[config.mk]
export PLATFORM = sky130hd
export DESIGN_NAME = symbol_trigger_gen
export DESIGN_NICKNAME = d
export VERILOG_FILES = /design/src/rtl/symbol_trigger_gen.sv
export SDC_FILE = /design/constraint.sdc
export NUM_CORES = 1
export LEC_CHECK = 0
export ABC_AREA = 1
export BUFFER_PORTS_ARGS = -buffer_cell sky130_fd_sc_hd__buf_4
export CORE_ASPECT_RATIO = 0.8
export CORE_MARGIN = 3
export CORE_UTILIZATION = 50
export DETAILED_ROUTE_END_ITERATION = 16
export PLACE_DENSITY = 0.77
export SETUP_SLACK_MARGIN = 0.02
export SLEW_MARGIN = 40
export SYNTH_ARGS = -nofsm -noshare
export SYNTH_HDL_FRONTEND = slang
export SYNTH_SLANG_ARGS = --single-unit
[constraint.sdc]
create_clock -name clk -period 2.7 [get_ports clk]
set_input_delay 0.135 -clock clk [delete_from_list [all_inputs] [get_ports clk]]
set_output_delay 0.135 -clock clk [all_outputs]
set_load 0.02 [all_outputs]
[src/rtl/symbol_trigger_gen.sv]
// Symbol-start trigger generator: tracks sample/symbol/slot position and pulses dout_trigger per symbol.
// Optional run-time realignment on time_sync is enabled by defining SYMBOL_ALIGN_CHECK_EN.
module symbol_trigger_gen #(
  parameter int unsigned FFT_SIZE        = 4096,
  parameter int unsigned CP_LEN1         = 352,
  parameter int unsigned CP_LEN2         = 288,
  parameter int unsigned SYMS_PER_SLOT   = 14,
  parameter int unsigned SLOTS_PER_FRAME = 20,
  parameter int unsigned TRIG_HIGH       = 4
) (
  input  logic        clk,
  input  logic        rst_n,
  input  logic        enable,
  input  logic        time_sync,
  input  logic        sync_mode,
  input  logic        sample_valid,
  output logic        dout_trigger,
  output logic        long_cp,
  output logic        dout_sync,
  output logic [3:0]  symbol_index,
  output logic [4:0]  slot_index,
  output logic [12:0] sample_count,
  output logic        frame_end,
  output logic        align_err
);

  typedef enum logic [1:0] {IDLE, WAIT_SYNC, RUN} state_t;

  localparam logic [12:0] LEN_LONG  = 13'(CP_LEN1 + FFT_SIZE);
  localparam logic [12:0] LEN_SHORT = 13'(CP_LEN2 + FFT_SIZE);
  localparam logic [3:0]  SYM_LAST  = 4'(SYMS_PER_SLOT - 1);
  localparam logic [4:0]  SLOT_LAST = 5'(SLOTS_PER_FRAME - 1);
  localparam logic [12:0] TRIG_LOAD = 13'(TRIG_HIGH - 1);

  state_t      r_state, w_next;
  logic [12:0] r_cnt, r_trig_left;
  logic [3:0]  r_sym;
  logic [4:0]  r_slot;
  logic        r_trig, r_long, r_sync, r_frame_end, r_align_err;

  logic [12:0] w_len;
  logic        w_wrap, w_enter, w_realign, w_sym_last, w_slot_last;

  assign w_len       = (r_sym == '0) ? LEN_LONG : LEN_SHORT;
  assign w_sym_last  = (r_sym == SYM_LAST);
  assign w_slot_last = (r_slot == SLOT_LAST);
  assign w_wrap      = (r_state == RUN) && sample_valid && (r_cnt == w_len - 13'd1);
  assign w_enter     = (r_state == WAIT_SYNC) && enable && time_sync;

`ifdef SYMBOL_ALIGN_CHECK_EN
  // A time_sync landing exactly on the frame boundary is already aligned and is ignored.
  assign w_realign = (r_state == RUN) && enable && time_sync &&
                     ((r_cnt != '0) || (r_sym != '0) || (r_slot != '0));
`else
  assign w_realign = 1'b0;
`endif

  always_ff @(posedge clk or negedge rst_n) begin
    if (!rst_n) r_state <= IDLE;
    else        r_state <= w_next;
  end

  always_comb begin
    w_next = r_state;
    if (!enable) begin
      w_next = IDLE;
    end else begin
      case (r_state)
        IDLE:      w_next = WAIT_SYNC;
        WAIT_SYNC: if (time_sync) w_next = RUN;
        RUN:       w_next = RUN;
        default:   w_next = IDLE;
      endcase
    end
  end

  always_ff @(posedge clk or negedge rst_n) begin
    if (!rst_n) begin
      r_cnt       <= '0;
      r_sym       <= '0;
      r_slot      <= '0;
      r_trig      <= 1'b0;
      r_trig_left <= '0;
      r_long      <= 1'b0;
      r_sync      <= 1'b0;
      r_frame_end <= 1'b0;
      r_align_err <= 1'b0;
    end else if (w_next != RUN) begin
      r_cnt       <= '0;
      r_sym       <= '0;
      r_slot      <= '0;
      r_trig      <= 1'b0;
      r_trig_left <= '0;
      r_long      <= 1'b0;
      r_frame_end <= 1'b0;
      r_align_err <= 1'b0;
    end else if (w_enter || w_realign) begin
      // Realignment wins over a coincident symbol wrap.
      r_cnt       <= '0;
      r_sym       <= '0;
      r_slot      <= '0;
      r_trig      <= 1'b1;
      r_trig_left <= TRIG_LOAD;
      r_long      <= 1'b1;
      r_frame_end <= 1'b0;
      r_align_err <= w_realign;
      if (w_enter) r_sync <= sync_mode;
    end else begin
      r_align_err <= 1'b0;
      r_frame_end <= w_wrap && w_sym_last && w_slot_last;
      if (w_wrap) begin
        r_cnt       <= '0;
        r_trig      <= 1'b1;
        r_trig_left <= TRIG_LOAD;
        if (w_sym_last) begin
          r_sym  <= '0;
          r_long <= 1'b1;
          r_slot <= w_slot_last ? '0 : r_slot + 5'd1;
        end else begin
          r_sym  <= r_sym + 4'd1;
          r_long <= 1'b0;
        end
      end else begin
        if (sample_valid) r_cnt <= r_cnt + 13'd1;
        if (r_trig) begin
          if (r_trig_left == '0) r_trig <= 1'b0;
          else                   r_trig_left <= r_trig_left - 13'd1;
        end
      end
    end
  end

  assign dout_trigger = r_trig;
  assign long_cp      = r_long;
  assign dout_sync    = r_sync;
  assign symbol_index = r_sym;
  assign slot_index   = r_slot;
  assign sample_count = r_cnt;
  assign frame_end    = r_frame_end;
  assign align_err    = r_align_err;

endmodule

# == Yosys cells after proc, flatten, opt, wreduce, memory -nomap -nowiden ==
# Cells that the tools add are included.
# word_totals
output_inout_bits,27
wordCells,71
reg_bits,41
# op_classes
add_sub_neg,5
bitwise_logic,1
eq_ne,7
n_mux,33
n_reduce_logical,16
# ops
operator,n
$mux W13,9
$sub A13 B1 Y13 const B,2
$mux W5,5
$mux W4,4
$add A13 B1 Y13 const B,1
$eq A13 B13 Y1,1
$logic_not A13 Y1,1
$mux W1,11
$reduce_bool A4 Y1,2
$mux W7,1
$logic_and A1 B1 Y1,6
$pmux W2 S3,1
$reduce_and A2 Y1,3
$reduce_bool A3 Y1,2
$add A5 B1 Y5 const B,1
$eq A5 B5 Y1 const B,1
$add A4 B1 Y4 const B,1
$eq A4 B4 Y1 const B,1
$logic_not A4 Y1,1
$mux W2,2
$ne A4 B4 Y1 const B,1
$eq A2 B1 Y1 const B,1
$eq A2 B2 Y1 const B,1
$logic_not A2 Y1,1
2 further kinds,2

# == Longest topological paths before layout ==
# Gate-level depths: netlist (run 1).
# depth
word_depth,9
depth_mapped,10
mapped_depth_nobuf,10

# == Worst setup path before layout (run 1) ==
# No wires, ideal clock.
# synth_path
path_type,reg2reg
from,"reg r_cnt[0], in the netlist sample_count[0]"
to,reg r_trig_left[12]
required_time_ns,2.579
arrival_time_ns,1.571
slack_ns,1.008
stages_incl_launch_ff,10
n_path_buf,1
period_less_slack_ns,1.692
cell_sequence,dfrtp_1 > ha_1 > nand2_1 > inv_1 > nand2_1 > nor2_1 > nand3_2 > nand3_4 > buf_2 > nor2_1
# synth_between
elab_chain_cells,5
# synth_rtl
element,line,source
start: declaration,36,"logic [12:0] r_cnt, r_trig_left;"
start signal: assignment,124,if (sample_valid) r_cnt <= r_cnt + 13'd1;
$eq A13 B13 Y1 (*),47,assign w_wrap = (r_state == RUN) && sample_valid && (r_cnt == w_len - 13'd1);
$logic_and A1 B1 Y1 (*),47,
$mux W13,111,if (w_wrap) begin
$mux W13,97,end else if (w_enter || w_realign) begin
$mux W13,88,end else if (w_next != RUN) begin
end signal: assignment,127,else r_trig_left <= r_trig_left - 13'd1;
end: declaration,36,
# Every way passes the cells marked *; elsewhere a longest branch is shown, timed or not.
# A chain may end at the register's enable or synchronous reset.

# == Worst setup path after layout (run 1) ==
# layout_path
from,"reg r_cnt[0], in the netlist sample_count[0]"
to,"reg r_slot[4], in the netlist slot_index[4]"
# layout_between
elab_chain_cells,4
# layout_rtl
element,line,source
$eq A13 B13 Y1,47,
$logic_and A1 B1 Y1,47,
$reduce_bool A3 Y1 (no source line),-,
$reduce_and A2 Y1 (no source line),-,
end signal: assignment,118,r_slot <= w_slot_last ? '0 : r_slot + 5'd1;
end: declaration,38,logic [4:0] r_slot;
# No other way between the ends.

==> results of run 1 <==
-- worst max path at each step --
| stage | start | end | cells past startpoint |
|---|---|---|---|
| final | sample_count[0] | slot_index[4] | 10 |
| after floorplan | sample_count[0] | r_trig_left[12] | 9 |
| after CTS | sample_count[0] | slot_index[4] | 10 |
| after global placement | sample_count[0] | slot_index[3] | 10 |
| after global routing | sample_count[0] | slot_index[4] | 10 |
| after detailed placement | sample_count[0] | slot_index[4] | 10 |
-- through the flow --
step                      setup WS [ns]  power (mW)  instance area [sq um]  cells  hold WS (ns)
after floorplan                    1.01       0.724                   2360    300        -0.161
after global placement            0.827       0.761                   2630    384         0.147
after detailed placement          0.715       0.764                   2630    384         0.149
after CTS                         0.706        1.17                   2730    392        0.0376
after global routing              0.428        1.21                   2730    392        0.0475
final                             0.701        1.15                   2730    392        0.0446
-- layout make-up --
class	count	area (sq um)
multi-input cells	216	1150
clock buffers	7	86.3
repair buffers	32	243
inverters	39	149
fillers	388	1640
flip-flops and latches	41	1030
well taps	57	71.3
-- per-layer routing --
layer	vias up	part of all wire, %
li1	1038	-
met1	915	48
met2	59	44
met3	7	6.3
met4	0	1.0
met5	-	0
-- cells by family after synthesis --
family / synth area share (%)
AOI/OAI and AO/OA: 4.72
and+or+nand+nor: 36.4
adders and majority gates: 3.71
buffers and inverters: 7.79
DFF: 43.5
other: 0.159
muxes: 0.424
xor gates and xnor gates: 3.34
-- state kept, by name (all words and copies together), names as in the netlist --
name,count
dout_trigger,1
long_cp,1
dout_sync,1
r_state,2
frame_end,1
r_trig_left,13
slot_index,5
symbol_index,4
sample_count,13
-- layout by cell type, fill, tap and decap left out, drive strengths merged --
cell type	n
nand3	29
nor2	49
o21ai	17
nand2	63
dfrtp	41
nand4	11
inv	39
nor3	11
nor3b	7
nand3b	1
clkbuf	7
conb	1
buf	31
a21oi	4
o22ai	1
ha	7
and3	1
xnor2	1
or2	3
dlygate4sd3	1
mux2i	1
xor2	8
nor4	1
-- worst max-delay path, stage by stage, from the launching register on --
cell and delay, ns:
dfrtp_1 0.42, ha_1 0.19, nand2_1 0.06, inv_1 0.08
nand2_1 0.07, nor2_1 0.14, nand3_2 0.21, nand3_4 0.32
nand2_2 0.20, nand2_1 0.12, o21ai_1 0.07
-- report_power, final --
| group | internal, mW | switching (mW) |
|---|---|---|
| clock | 0.203 | 0.200 |
| sequential | 0.625 | 0.00935 |
| combinational | 0.0366 | 0.0808 |
-- what timing repair did --
item                                    CTS  global route
endpoints found under the setup margin    0             0
hold buffers                              1             0
hold endpoints to repair                 41             0
==> metrics.txt, run 1 <==
Ys Warns=0; root buffer cell=clkbuf_8; EDFF count, synth=0; most frequent cell after synthesis=nand2_1; clock skew=0.00329 ns; Layout Area Growth over Synthesis=15.5%; drt wl/cell=12.6 um; total of max-cap violations=0; DRC=0; CP Capture Type=flip-flop; Hold Path Depth=3; # Post-CTS Setup Buffers=0; RePlAce Congestion=0.840; via count=2019; final hold viol count=0; post-synthesis async set-or-reset flop share=100%; grt met3 use=4.27%; DRT iter0 DRCs=91; Most used DFF post-synth=dfrtp_1; NumNets Final=348; Max Slew Vio Count=0; mean area per synthesized cell=7.87 sq um; Peak supply drop=326 uV; post-DP HPWL=3.60 mm; sequential-to-total area share from yosys stat=43.5%; ANT cells=0; WS Path Type=reg2reg; Worst-Skew Late Latency=0.29 ns; Die Wd=82.8 um; fin crit share=74.0%; FF+latch count, synth=41; grt peak-use layer=met2; Mapped Cells=300; die area=0.00558 sq mm; Worst R2R End=slot_index[4]; # H-tree levels=2; power per cell area=424 mW/mm^2; fraction of layout instances using a drive strength above 1=16.1%; setup_tns=0 ns; vias in the first global route=1863; met2 Use GR=31.2%; RSZ-0062 raised after global routing=false; leading area contributor after synthesis=dfrtp_1; largest cells by area after synthesis=dfrtp_1, nand2_1, nor2_1, inv_1, nand3_1; met1 Usage GRT=25.9%; hold_sp=sync_mode; Hold Path Sink=dout_sync; total track usage=19.2%; Antenna Violating Nets Remaining=0; Leakage=1.34 nW; crit path DAT=2.17 ns; drt total wl=4.94 mm; # IOs=33; CTS Buf Count=5; first-pass GRT wire length=8.61 mm; syn nets=313; DIE HEIGHT=67.4 um; min-delay worst type=in2reg; Core Area=0.00436 sq mm; Fmax=0.500 GHz; synth unique cells=34; CP max FO=27; Port Buffers=31; pin count of the biggest net entering global routing=42; Yosys top cell area share=43.5%; Clock transition at path regs=0.07 ns; status=completed; row count=21; worst reg2reg path startpoint=sample_count[0]; Worst Path Required=2.87 ns; router iterations before antenna repair=4; vias per cell=5.15; min cycle time layout=2.00 ns; reg2reg path depth=10; Sink Count=41; Layout Utilization=62.5%; post_cts resized=0; GRT overflow=0; Tightest Pin Transition=0.514 ns; endpoints failing setup=0; Longest Clk Path Bufs=2; setup slack, reg-to-reg=0.70 ns; leading cell types by count after synthesis=nand2_1, nor2_1, dfrtp_1; TritonCTS clock tree=yes; CP startpoint kind=flip-flop; initial antenna violation count=0; Relative slew margins=65.8%; Initial Util=54.1%; synthesized area=0.00236 sq mm
Note: power is estimated with default switching activity, not from simulation.
==> run 2: changes to the inputs <==
- clock period: 2.7 -> 2.1 ns (I/O delays scaled with it)
==> metrics.txt, run 2 (synthesized netlist as in run 1, its figures left out) <==
pre-CTS setup slack=0.322 ns (-0.393 ns); NumNets Final=350 (+0.57%); fin crit share=85.0% (+11 points); WS Path Type=reg2reg; CP max FO=18 (-33%); pin count of the biggest net entering global routing=42 (unchanged); clock skew=0.00682 ns (+0.00352 ns); DRT iter0 DRCs=136 (+49%); RSZ-0062 raised after global routing=false; # H-tree levels=2 (unchanged); Core Area=0.00436 sq mm (unchanged); commonest cells after routing, fill and taps aside=nand2_1, nor2_1, dfrtp_1, inv_1, buf_4; vias in the first global route=1988 (+6.7%); drt total wl=4.96 mm (+0.41%); Power, Total=1.64 mW (+42%); setup_tns=0 ns (unchanged); CTS Buf Count=5 (unchanged); crit path DAT=2.00 ns (-0.17 ns); Max Slew Vio Count=0 (unchanged); commonest non-fill, non-tap cell in the layout=nand2_1; die area=0.00558 sq mm (unchanged); Worst Path Required=2.32 ns (-0.55 ns); RePlAce Congestion=0.832 (-0.96%); min cycle time layout=1.78 ns (-0.214 ns); Crit path largest cell delay=0.44 ns (+0.02 ns); Antenna Violating Nets Remaining=0 (unchanged); row count=21 (unchanged); first-pass GRT wire length=8.83 mm (+2.6%); status=completed; endpoints failing setup=0 (unchanged); Worst-Skew Late Latency=0.30 ns (about the same); DIE HEIGHT=67.4 um (unchanged); # IOs=33 (unchanged); Port Buffers=31 (unchanged); Sink Count=41 (unchanged); Fmax=0.560 GHz (+12%); ANT cells=0 (unchanged); Longest Clk Path Bufs=2 (unchanged); vias per cell=5.25 (+1.8%); Tightest Pin Transition=0.528 ns (+0.0141 ns); TritonCTS clock tree=yes; setup slack, reg-to-reg=0.32 ns (-0.39 ns); router iterations before antenna repair=5 (+1); post-DP HPWL=3.63 mm (+0.57%); Initial Util=54.1% (unchanged); Hold Path Depth=3 (unchanged); total track usage=19.3% (+0.12 points); Max stage delay cell, worst path=dfrtp_1; # placed instances=386 (+0.52%); hold_ws=0.0177 ns (-0.0270 ns); sequence of cells on the critical path=nor3_4, inv_2, nand2_8, nand3_4, buf_4, nor3b_1; drt wl/cell=12.5 um (-0.36%); Layout Area Growth over Synthesis=17.6%; DRC=0 (unchanged); final setup margin=0.315 ns (-0.386 ns); via count=2072 (+2.6%); Relative slew margins=64.8% (-0.94 points); Die Wd=82.8 um (unchanged); Leakage=1.37 nW (+1.6%); CP Capture Type=flip-flop; fill count=397 (+2.3%); # Post-CTS Setup Buffers=0 (unchanged); power per cell area=590 mW/mm^2 (+39%); GRT overflow=0 (unchanged); total of max-cap violations=0 (unchanged); fraction of layout instances using a drive strength above 1=17.2% (+1.0 points); Peak supply drop=452 uV (+39%); final hold viol count=0 (unchanged); root buffer cell=clkbuf_8; final non-filler cell total=395 (+0.77%); Clock transition at path regs=0.08 ns (about the same); CP startpoint kind=flip-flop; reg2reg path depth=6 (-4); initial antenna violation count=0 (unchanged); min-delay worst type=in2reg
==> run 2: power breakdown <==
part / total, mW / internal [mW] / leakage [nW] / switching, mW
clock network: 0.669 / 0.387 / 0.0574 / 0.282
logic: 0.153 / 0.0484 / 0.740 / 0.105
registers: 0.816 / 0.803 / 0.568 / 0.0129
==> run 2: layer usage <==
layer | share of wire [%] | track usage [%] | vias up
met2 | 45 | 32.5 | 59
met1 | 49 | 25.9 | 967
met3 | 5.4 | 3.90 | 6
li1 | - | - | 1040
met4 | 0.97 | 5.31 | 0
met5 | 0 | 0 | -
==> run 2: stage by stage <==
step	utilization, %	cell area (sq um)
2_1_floorplan	-	2360
4_1_cts	63.6	2770
6_report	63.6	2770
3_3_place_gp	60.6	2640
5_1_grt	63.6	2770
3_5_place_dp	60.6	2640
==> run 2: critical path: cells and delay by family (launching register included) <==
family	cells	cell delay (ns)
and+or+nand+nor	4	0.81
buffers and inverters	2	0.45
DFF	1	0.44
==> run 2: area by class of cell <==
cell class	count	area (sq um)	area share, %
clock inverters	2	37.5	1.35
multi-input cells	216	1150	41.5
well taps	57	71.3	2.57
inverters	39	149	5.37
repair buffers	34	258	9.29
clock buffers	6	82.6	2.98
flip-flops and latches	41	1030	37.0
==> run 2: path summary, 6_finish.rpt <==
kind | endpoint | start
worst min register to register | dout_sync | dout_sync
worst max-delay path | sample_count[9] | r_state[1]
worst min-delay path | dout_sync | sync_mode
worst max register to register | sample_count[9] | r_state[1]
max in group asynchronous | symbol_index[0] | rst_n
min in group asynchronous | sample_count[11] | rst_n
==> run 2: timing repair <==
item | CTS | global route
hold endpoints to repair | 41 | 0
endpoints found under the setup margin | 0 | 0
hold buffers | 1 | 0
gates resized for setup | 0 | 0
